## src/rtl/dmem_lsu.sv

```systemverilog
// Load/store unit on the data port of the word-organised BRAM: turns one byte/half/word
// request into a word access with byte lanes, and aligns/extends load data on the way back.
module dmem_lsu #(
  parameter int ADDR_WIDTH = 11
) (
  input  logic                  clk,
  input  logic                  reset,
  input  logic                  req_valid,
  output logic                  req_ready,
  input  logic                  req_we,
  input  logic [1:0]            req_size,
  input  logic                  req_unsigned,
  input  logic [ADDR_WIDTH+1:0] req_addr,
  input  logic [31:0]           req_wdata,
  output logic                  rsp_valid,
  output logic [31:0]           rsp_rdata,
  output logic                  rsp_error,
  output logic                  mem_ren,
  output logic                  mem_wen,
  output logic [3:0]            mem_byte_sel,
  output logic [ADDR_WIDTH-1:0] mem_address,
  output logic [31:0]           mem_data_in,
  input  logic [31:0]           mem_data_out
);

  typedef enum logic [1:0] {IDLE, ISSUE, CAPTURE, RESP} state_t;

  state_t                state_q, state_d;
  logic                  we_q, unsigned_q, err_q;
  logic [1:0]            size_q;
  logic [ADDR_WIDTH+1:0] addr_q;
  logic [31:0]           wdata_q, rdata_q;

  logic                  accept, misaligned, issue;
  logic [3:0]            byte_sel;
  logic [31:0]           store_data, shifted, load_data;

  assign accept = (state_q == IDLE) && req_valid;

  always_comb begin
    // NOTE: every always_comb output gets a default first so no path can infer a latch.
    misaligned = 1'b1;
    case (req_size)
      2'b00:   misaligned = 1'b0;
      2'b01:   misaligned = req_addr[0];
      2'b10:   misaligned = |req_addr[1:0];
      default: misaligned = 1'b1;
    endcase
  end

  always_comb begin
    state_d = state_q;
    case (state_q)
      IDLE:    if (req_valid) state_d = misaligned ? RESP : ISSUE;
      ISSUE:   state_d = we_q ? RESP : CAPTURE;
      CAPTURE: state_d = RESP;
      RESP:    state_d = IDLE;
      default: state_d = IDLE;
    endcase
  end

  // NOTE: sequential state uses non-blocking assignments so all flops update together.
  always_ff @(posedge clk or negedge reset) begin
    if (!reset) state_q <= IDLE;
    else        state_q <= state_d;
  end

  // Request fields are captured only on the accept edge; rdata_q is cleared there so
  // store and error responses report zero.
  always_ff @(posedge clk or negedge reset) begin
    if (!reset) begin
      we_q       <= 1'b0;
      unsigned_q <= 1'b0;
      err_q      <= 1'b0;
      size_q     <= 2'b00;
      addr_q     <= '0;
      wdata_q    <= '0;
      rdata_q    <= '0;
    end else if (accept) begin
      we_q       <= req_we;
      unsigned_q <= req_unsigned;
      err_q      <= misaligned;
      size_q     <= req_size;
      addr_q     <= req_addr;
      wdata_q    <= req_wdata;
      rdata_q    <= '0;
    end else if (state_q == CAPTURE) begin
      rdata_q    <= load_data;
    end
  end

  always_comb begin
    byte_sel   = 4'b1111;
    store_data = wdata_q;
    case (size_q)
      2'b00: begin
        byte_sel   = 4'b0001 << addr_q[1:0];
        store_data = {4{wdata_q[7:0]}};
      end
      2'b01: begin
        byte_sel   = addr_q[1] ? 4'b1100 : 4'b0011;
        store_data = {2{wdata_q[15:0]}};
      end
      default: begin
        byte_sel   = 4'b1111;
        store_data = wdata_q;
      end
    endcase
  end

  // Shifting the read word down by the byte offset puts the addressed byte or half in
  // the low bits; aligned accesses make that valid for every size.
  assign shifted = mem_data_out >> {addr_q[1:0], 3'b000};

  always_comb begin
    load_data = shifted;
    case (size_q)
      2'b00:   load_data = {{24{~unsigned_q & shifted[7]}}, shifted[7:0]};
      2'b01:   load_data = {{16{~unsigned_q & shifted[15]}}, shifted[15:0]};
      default: load_data = shifted;
    endcase
  end

  assign issue        = (state_q == ISSUE);
  assign req_ready    = (state_q == IDLE) && reset;
  assign mem_wen      = issue && we_q;
  assign mem_ren      = issue && !we_q;
  assign mem_byte_sel = issue ? byte_sel : 4'b0000;
  assign mem_address  = issue ? addr_q[ADDR_WIDTH+1:2] : '0;
  assign mem_data_in  = (issue && we_q) ? store_data : '0;

  assign rsp_valid    = (state_q == RESP);
  assign rsp_rdata    = rsp_valid ? rdata_q : '0;
  assign rsp_error    = rsp_valid && err_q;

endmodule

```

## config.mk

```make
export PLATFORM = sky130hd
export DESIGN_NAME = dmem_lsu
export DESIGN_NICKNAME = d
export VERILOG_FILES = /design/src/rtl/dmem_lsu.sv
export SDC_FILE = /design/constraint.sdc
export NUM_CORES = 1
export LEC_CHECK = 0
export CAP_MARGIN = 10
export CORE_MARGIN = 2
export CORE_UTILIZATION = 46
export DETAILED_ROUTE_END_ITERATION = 8
export GPL_ROUTABILITY_DRIVEN = 0
export GPL_TIMING_DRIVEN = 0
export PLACE_DENSITY = 0.82
export SLEW_MARGIN = 5
export SYNTH_ARGS = -nofsm -noshare
export SYNTH_HDL_FRONTEND = slang
export SYNTH_SLANG_ARGS = --single-unit
```

## constraint.sdc

```tcl
create_clock -name clk -period 2.1 [get_ports clk]
set_input_delay 0.42 -clock clk [delete_from_list [all_inputs] [get_ports clk]]
set_output_delay 0.42 -clock clk [all_outputs]
set_load 0.005 [all_outputs]
```

Yosys cells after proc, flatten, opt, wreduce, memory -nomap -nowiden
Cells that the tools add are included.

operators by class
  mux-type cells = 15
  eq/ne operators = 7
  shift-type cells = 2
  reductions and logical operators = 11
  bitwise gates (word level) = 3

operators with widths
  cell                 number
  $mux 32              4
  $pmux 32 s2          2
  $shr 32x5->32        1
  $mux 11              1
  $mux 4               2
  $pmux 2 s4           1
  $pmux 4 s2           1
  $eq 2x1->1 const B   3
  $eq 2x2->1 const B   3
  $logic_not 2->1      3
  $logic_and 1x1->1    5
  $mux 2               2
  $shl 1x2->4 const A  1
  $pmux 1 s3           1
  $and 1x1->1          2
  $ne 2x2->1 const B   1
  $reduce_bool 2->1    1
  $reduce_or 2->1      1
  $logic_not 1->1      1
  $mux 1               1
  $not 1->1            1

storage, ports and cells
  register bits after elaboration = 84
  bits of input ports = 84
  logic and storage cells = 46
  output and inout bits = 84

Depth between registers and ports, before layout
  word-level depth = 5
  gate-level depth with buffers = 8
  gate-level depth less buffers = 6

Worst setup path after synthesis
No wires, ideal clock.

  kind = register -> register
  start point = register state_q[0]
  end point = register rdata_q[24]
  library setup time = 0.126 ns
  clock period less this slack = 1.886 ns
  arrival = 1.760 ns
  path slack = 0.214 ns
  stages on the path, launching flop included = 9
  cells stage by stage = dfrtp_1 > inv_1 > ha_1 > nand2_1 > and4b_1 > buf_2 > nor2b_1 > clkbuf_1 > a221o_1

on the way
  cells in the longest elaborated chain, start to end = 3

RTL lines
  what                                          RTL line  RTL
  start, declared                               28        state_t state_q, state_d;
  start signal, assigned                        65        else state_q <= state_d;
  $logic_not 2->1                               38        assign accept = (state_q == IDLE) && req_valid;
  $logic_and 1x1->1                             38
  $mux 32 or $reduce_bool 2->1 (tied branches)  --
  end signal, assigned                          88        rdata_q <= load_data;
  end, declared                                 32        logic [31:0] wdata_q, rdata_q;

Several ways; a longest one is shown, not always the timed one.
A chain may end at the register's enable or synchronous reset.

Final worst setup path
  start point = register size_q[0]
  end point = output mem_data_in[13]

on the way
  cells in the longest elaborated chain, start to end = 3

RTL lines
  what                                           RTL line  RTL
  start, declared                                30        logic [1:0] size_q;
  start signal, assigned                         83        size_q <= req_size;
  $eq 2x1->1 or $logic_not 2->1 (tied branches)  95        case (size_q)
  $pmux 32 s2 (*)                                95
  $mux 32 (*)                                    130       assign mem_data_in = (issue && we_q) ? store_data : '0;
  end, declared                                  22        output logic [31:0] mem_data_in,

Every way passes the cells marked *; elsewhere a longest branch is shown, timed or not.

==> impl.org <==
** Run status
- The flow ran to the end, but the final reports show violations.
- The checks that failed: hold timing, setup timing.

** Finish
- Final Cell Area :: 7550 µm²
- After the flow finishes, the layout carries non-filler instances totaling 897.
- Post-layout nets :: 848
- The layout has 615 filler cells.
- The repair_antennas step left the layout with diodes totalling 0.
- At the end of the flow the core is filled with cells to 0.765.
- In the final layout, the share of cells above drive strength 1 is 0.309.
- Synthesis-to-finish area growth :: 59.9%

** Placement
- During placement, the flow inserted port buffers numbering 167.
- Before CTS, the worst setup slack after placement is -0.581 ns.
- In this run, placement finished with an instance count of 838.
- Cell area after placement :: 6590 µm²
- Detailed Place HPWL :: 11200 µm

** Setup path
- The worst setup path is of the flop to output port kind.
- Of all nets on the critical path, the largest fanout is 7.
- Delay contributed by the slowest stage of the critical path :: 0.38 ns
- Slowest stage cell on the critical path :: sky130_fd_sc_hd__dfrtp_1
- Worst setup EP type :: output port
- Crit-path cells :: buf_6 > buf_12 > nor2_4 > buf_6 > buf_4 > nand2_1 > a21oi_2 > buf_2
- Critical path data arrival time :: 1.87 ns
- Required time of the worst setup path :: 1.68 ns
- R2R Setup Slk :: 0.08 ns
- By instance count, the cell type seen most on the critical path is sky130_fd_sc_hd__buf_6.
- Startpoint kind of the worst setup timing path :: flop

** Timing
- Setup total negative slack on the finished layout was measured at -0.714 ns.
- The final hold violation count came to 1.
- Period utilization :: 1.09
- Setup WS post-layout :: -0.189 ns
- In this run the tightest slew margin relative to its limit is 0.577.
- For this run, the top clock speed supported by timing is 437 MHz.
- Worst hold-check slack :: -0.00135 ns
- Total of endpoints with negative setup slack in the final report :: 20
- Unrepaired setup endpoints after global routing :: yes
- On the final layout, the worst clock skew is 0.00743 ns.
- Post-layout min period :: 2.29 ns
- The count of final max-slew check failures is 0.
- Transition time of the tightest slew-check pin :: 0.634 ns

** Synthesis
- In the post-synthesis netlist, the cell with the most instances is sky130_fd_sc_hd__nand2_1.
- The average instance in the mapped netlist occupies 8.79 µm².
- Synth unique cells :: 35
- Number of flip-flops and latches in the synthesized netlist :: 84
- Synthesis produced a netlist with a net count of 626.
- Of the post-synthesis cell area, the dominant cell type holds 0.445.
- Commonest register cell after synthesis :: sky130_fd_sc_hd__dfrtp_1
- Counting every instance in the synthesized netlist gives 537.
- By count the netlist is led by sky130_fd_sc_hd__nand2_1, sky130_fd_sc_hd__dfrtp_1, sky130_fd_sc_hd__and2_1, sky130_fd_sc_hd__nor2_1, sky130_fd_sc_hd__mux2i_1.
- Sequential-to-total area share from yosys stat :: 0.445
- Post-synth EDFFs :: 0
- Synth Warn # :: 0
- Area contributors post-synth :: sky130_fd_sc_hd__dfrtp_1, sky130_fd_sc_hd__nand2_1, sky130_fd_sc_hd__mux2i_1, sky130_fd_sc_hd__and2_1, sky130_fd_sc_hd__mux4_2
- Ys async rst share :: 1.00
- The cell area that synthesis handed to floorplanning was 4720 µm².
- Cell type with the largest total area after synthesis :: sky130_fd_sc_hd__dfrtp_1

** Global route
- Remaining global-route overflow :: 0
- The initial antenna violation count came to 0.
- Wire length of the first global-routing pass :: 25900 µm
- GRT Util Overall :: 0.301
- Maximum number of pins on one net before global-route repair :: 55
- The via count of the first global-routing pass is 4938.

** Power
- Worst-case vdd ir drop :: 0.717 mV
- PwrDens :: 1400 nW/µm²
- Total power draw :: 10.6 mW
- LEAKAGE :: 3.87 nW

** Min path
- In this run the worst hold path is classified as input pin to asynchronous set/reset pin.

** Clock tree
- Clock tree synthesis found a total of 84 sinks.
- TritonCTS built the clock tree.
- CTS placed an instance of sky130_fd_sc_hd__clkbuf_8 at the clock tree root.
- No sink is reached through more buffers than the 2 on the longest clock path.
- The H-tree was split into 3 levels.
- Clock latency on the worst-skew pair, taken at its later pin, is 0.36 ns.
- Hold buffer count at cts :: 0
- TritonCTS created 9 clock buffers.
- Clock-pin slew was measured on the worst setup and hold paths at 0.09 ns.

** Route
- In this run, the number of DRC markers left after iteration 0 of detailed routing was 401.
- The first detailed-routing pass took 4 iterations.
- Post-detailed-route via-to-cell ratio :: 5.67
- Summed over all layers, the routed wires come to 17900 µm.
- Average wire length per cell after detail routing :: 19.9 µm
- Via count :: 5086
- # DRC :: 0
- Count of antenna-violating nets left after detailed routing :: 0

** Run
- Maximum Capacitance Violations :: 0

** Floorplan
- Num ports :: 168
- The region available for standard cell placement spans 9860 µm².
- Cell Rows :: 36
- In this run the vertical extent of the chip is 105 µm.
- The die covers 11100 µm².
- Die X :: 105 µm
- Starting utilization of the core area :: 0.479
## cells in the final DEF, fill, tap and decap left out, drive strengths merged, types with 3 or more instances in the layout
cell,Yosys,routed
nand2,165,165
buf,15,93
clkdlybuf4s15,0,3
and2,46,46
a221o,16,16
o2bb2ai,8,8
clkdlybuf4s50,0,82
nor2,47,47
dlygate4sd2,0,5
inv,5,5
o21a,4,4
a21oi,27,27
mux2,8,8
clkbuf,28,68
nor2b,5,5
o21ai,10,10
mux2i,33,33
mux4,9,9
dfrtp,84,84
and3,8,8
dlymetal6s2s,0,14
ha,5,5
## layer usage
metal | track usage | up-vias | wire length, µm
li1 | - | 2235 | -
met1 | 0.378 | 2452 | 6860
met2 | 0.506 | 336 | 8850
met3 | 0.0680 | 63 | 1550
met4 | 0.109 | 0 | 628
met5 | 0 | - | 0
## critical path: cells and delay by family, from the launching register on
family / cells / cell delay, ns
buffers and inverters: 5 / 0.65
flip-flops: 1 / 0.38
AND/OR/NAND/NOR: 2 / 0.27
AO/OA/AOI/OAI: 1 / 0.20
## power by group
part           total (mW)  switching (mW)  internal (mW)  leakage [nW]
Combinational        6.21            3.14           3.07          2.70
Sequential           3.00           0.649           2.35          1.05
Clock                1.36           0.620          0.737         0.112
## state kept, by name, indices dropped and copies added (netlist names)
name        count
unsigned_q      1
addr_q         13
err_q           1
wdata_q        32
rdata_q        32
state_q         2
we_q            1
size_q          2
## cell type report
cell class / count / area [µm²] / area share
Multi-Input combinational cell: 405 / 2760 / 0.365
Clock inverter: 5 / 83.8 / 0.0111
Clock buffer: 11 / 151 / 0.0201
Inverter: 5 / 21.3 / 0.00282
Buffer: 37 / 325 / 0.0431
Sequential cell: 84 / 2110 / 0.279
Tap cell: 133 / 166 / 0.0220
Timing Repair Buffer: 217 / 1940 / 0.256
## path summary, 6_finish.rpt
path / start / cells past startpoint / endpoint
max: size_q[0] / 8 / mem_data_in[13]
min: reset / 1 / rdata_q[3]
max reg2reg: state_q[0] / 7 / rdata_q[31]
min reg2reg: addr_q[5] / 2 / addr_q[5]
max in group asynchronous: reset / 2 / addr_q[0]
min in group clk: addr_q[5] / 2 / addr_q[5]
## repair_timing
action                                  in CTS  in global routing
resized for setup                          257                162
pin swaps                                   16                 23
gates cloned                                 5                  1
endpoints found under the setup margin     112                108
setup buffers                               29                 17
## logic make-up after synthesis
| family | Yosys count | synth area share |
|---|---|---|
| adder cells (fa/ha/maj) | 5 | 0.0132 |
| AND/OR/NAND/NOR | 279 | 0.261 |
| multiplexers | 50 | 0.132 |
| flip-flops | 84 | 0.445 |
| AO/OA/AOI/OAI | 71 | 0.105 |
| buffers and inverters | 48 | 0.0442 |
No activity file was read; power rests on OpenSTA's default activity.
==> edit: new RTL, same settings <==
Re-encode `state_t` (4 states) as one-hot, 4 bits wide.
--- a/src/rtl/dmem_lsu.sv
+++ b/src/rtl/dmem_lsu.sv
@@ -23,7 +23,7 @@
   input  logic [31:0]           mem_data_out
 );
 
-  typedef enum logic [1:0] {IDLE, ISSUE, CAPTURE, RESP} state_t;
+  typedef enum logic [3:0] {IDLE = 4'b0001, ISSUE = 4'b0010, CAPTURE = 4'b0100, RESP = 4'b1000} state_t;
 
   state_t                state_q, state_d;
   logic                  we_q, unsigned_q, err_q;
Formal check against the unedited RTL: no difference found for any inputs over 10 cycles, from zero or initial values and one cycle with reset low; not proved beyond that.
==> edit against the unedited design <==
The flow finishes with violations (negative setup slack); maximum frequency shrank 2.2%; first-iteration DRC count shrank 38%; sequential cell count grew 2; wire length shrank 5.4%; design area grew 0.98%; largest power group unchanged; power shrank 29%; via count shrank 8.7%; area after synthesis shrank 1.2%; worst setup slack lost 0.051 ns; non-clock buffer count shrank 3.
==> edit: results (changes against the unedited design) <==
- The met1 global-route usage is 0.359 (was 0.378).
- The share of async-settable or async-resettable flops after synthesis was 1.00 (unchanged).
- The number of port buffers came to 167 (unchanged).
- The number of setup violations in the final report is 77 (was 20).
- The initial detailed-routing violation count came to 248 (was 401).
- The relative slew slack is 0.560 (was 0.577).
- The length of routed met2 wiring is 8570 µm (was 8850 µm).
- The post-placement worst setup slack is -0.749 ns (was -0.581 ns).
- The half-perimeter wire length of the detailed placement result is 10,600 µm (was 11,200 µm).
- Commonest cells in the synthesized netlist: sky130_fd_sc_hd__dfrtp_1 (85), sky130_fd_sc_hd__mux2_2 (57), sky130_fd_sc_hd__and2_1 (46) (was sky130_fd_sc_hd__nand2_1 (165), sky130_fd_sc_hd__dfrtp_1 (84), sky130_fd_sc_hd__and2_1 (46), sky130_fd_sc_hd__nor2_1 (46), sky130_fd_sc_hd__mux2i_1 (33)).
- The global-route track usage on met3 is 0.0861 (was 0.0680).
- The number of fillers in the final layout came to 629 (was 615).
- The critical-path maximum fanout came to 6 (was 7).
- The delay of the slowest cell on the worst path was 0.46 ns (was 0.38 ns).
- The internal power consumption is 4520 µW (was 6160 µW).
- The highest routed metal layer is met4 (unchanged).
- The library cell contributing the largest single delay on the critical path is sky130_fd_sc_hd__dfrtp_2 (was sky130_fd_sc_hd__dfrtp_1).
- The share of power burned in combinational logic came to 0.489 (was 0.588).
- The number of nets in the synthesized netlist came to 529 (was 626).
- Status: finished, violations left (unchanged).
- The origin of the critical flop-to-flop path is state_q[2] (was state_q[0]).
- The worst-case clock skew was 0.0126 ns (was 0.00743 ns).
- Cells taking the most area after synthesis: sky130_fd_sc_hd__dfrtp_1 (46%), sky130_fd_sc_hd__mux2_2 (14%), sky130_fd_sc_hd__mux2i_1 (6.9%) (was sky130_fd_sc_hd__dfrtp_1 (45%), sky130_fd_sc_hd__nand2_1 (13%), sky130_fd_sc_hd__mux2i_1 (7.0%)).
- The sequential cell area fraction in the yosys report is 0.462 (was 0.445).
- The count of inserted antenna diode cells was 0 (unchanged).
- The number of nets at the end of the flow is 754 (was 848).
- Failing checks: negative setup slack (was negative hold slack, negative setup slack).
- The minimum setup slack in the final design is -0.240 ns (was -0.189 ns).
- The vias after detailed routing is 4,644 (was 5,086).
- The reg-to-reg critical path endpoint is wdata_q[25] (was rdata_q[31]).
- The critical path arrival is 1.92 ns (was 1.87 ns).
- The number of iterations in the first detailed-routing pass is 5 (was 4).
- The met2 track utilization from global routing is 0.521 (was 0.506).
- The met1 wire length is 6350 µm (was 6860 µm).
- The met3 routed wirelength is 1380 µm (was 1550 µm).
- The count of cells along the worst register-to-register path is 6 (was 7).
- The overall global routing resource usage is 0.302 (was 0.301).
- The peak supply drop came to 594 µV (was 717 µV).
- The largest net degree at the start of global routing was 57 (was 55).
- The flop-to-flop setup slack is 0.04 ns (was 0.08 ns).
[edit: cell count changes after synthesis, moves of 17 or more]
cell	delta
sky130_fd_sc_hd__mux2_2	+57
sky130_fd_sc_hd__nand2_1	-145
sky130_fd_sc_hd__nand3_1	+17
sky130_fd_sc_hd__o21ai_0	+17
[edit: repair_timing]
action                     CTS  global route
buffers inserted            42             7
setup endpoints to repair  133           104
gates resized for setup    519            72
gates cloned                 7             1
pin swaps                   59            17
[edit: area by class of cell]
cell class,count,share of cell area
inverter,2,0.000985
sequential,86,0.283
clock inverter,2,0.00460
clock buffer,14,0.0187
tap,133,0.0218
timing repair buffer,218,0.279
buffer,33,0.0361
multi-input combinational,320,0.355
[edit: worst max path at each step]
stage / start / slack [ns] / to / depth (start not counted)
floorplan: addr_q[1] / 0.13 / mem_byte_sel[2] / 5
global placement: reset / -2.99 / req_ready / 3
detailed placement: addr_q[1] / -0.75 / mem_byte_sel[2] / 6
CTS: state_q[3] / -0.18 / mem_data_in[14] / 7
global route: state_q[2] / -0.30 / mem_data_in[14] / 7
finish: state_q[2] / -0.24 / mem_data_in[15] / 7
[edit: through the flow]
stage | hold WS, ns | cells | TNS (ns) | cell area [µm²] | total power, µW
CTS | 0.00761 | 809 | -6.48 | 7410 | 7130
floorplan | 0.124 | 445 | 0 | 4660 | 4510
global route | 0.0179 | 808 | -14.11 | 7620 | 7830
global placement | 0.455 | 745 | -273.38 | 6500 | 5360
detailed placement | 0.386 | 746 | -43.25 | 6530 | 5480
finish | 0.00313 | 808 | -9.38 | 7620 | 7460
[edit: cell families after synthesis]
| logic type | after synthesis | synth area share |
|---|---|---|
| simple gates | 151 | 0.176 |
| compound gates | 78 | 0.107 |
| flops | 86 | 0.462 |
| mux | 91 | 0.216 |
| buf+inv | 39 | 0.0389 |
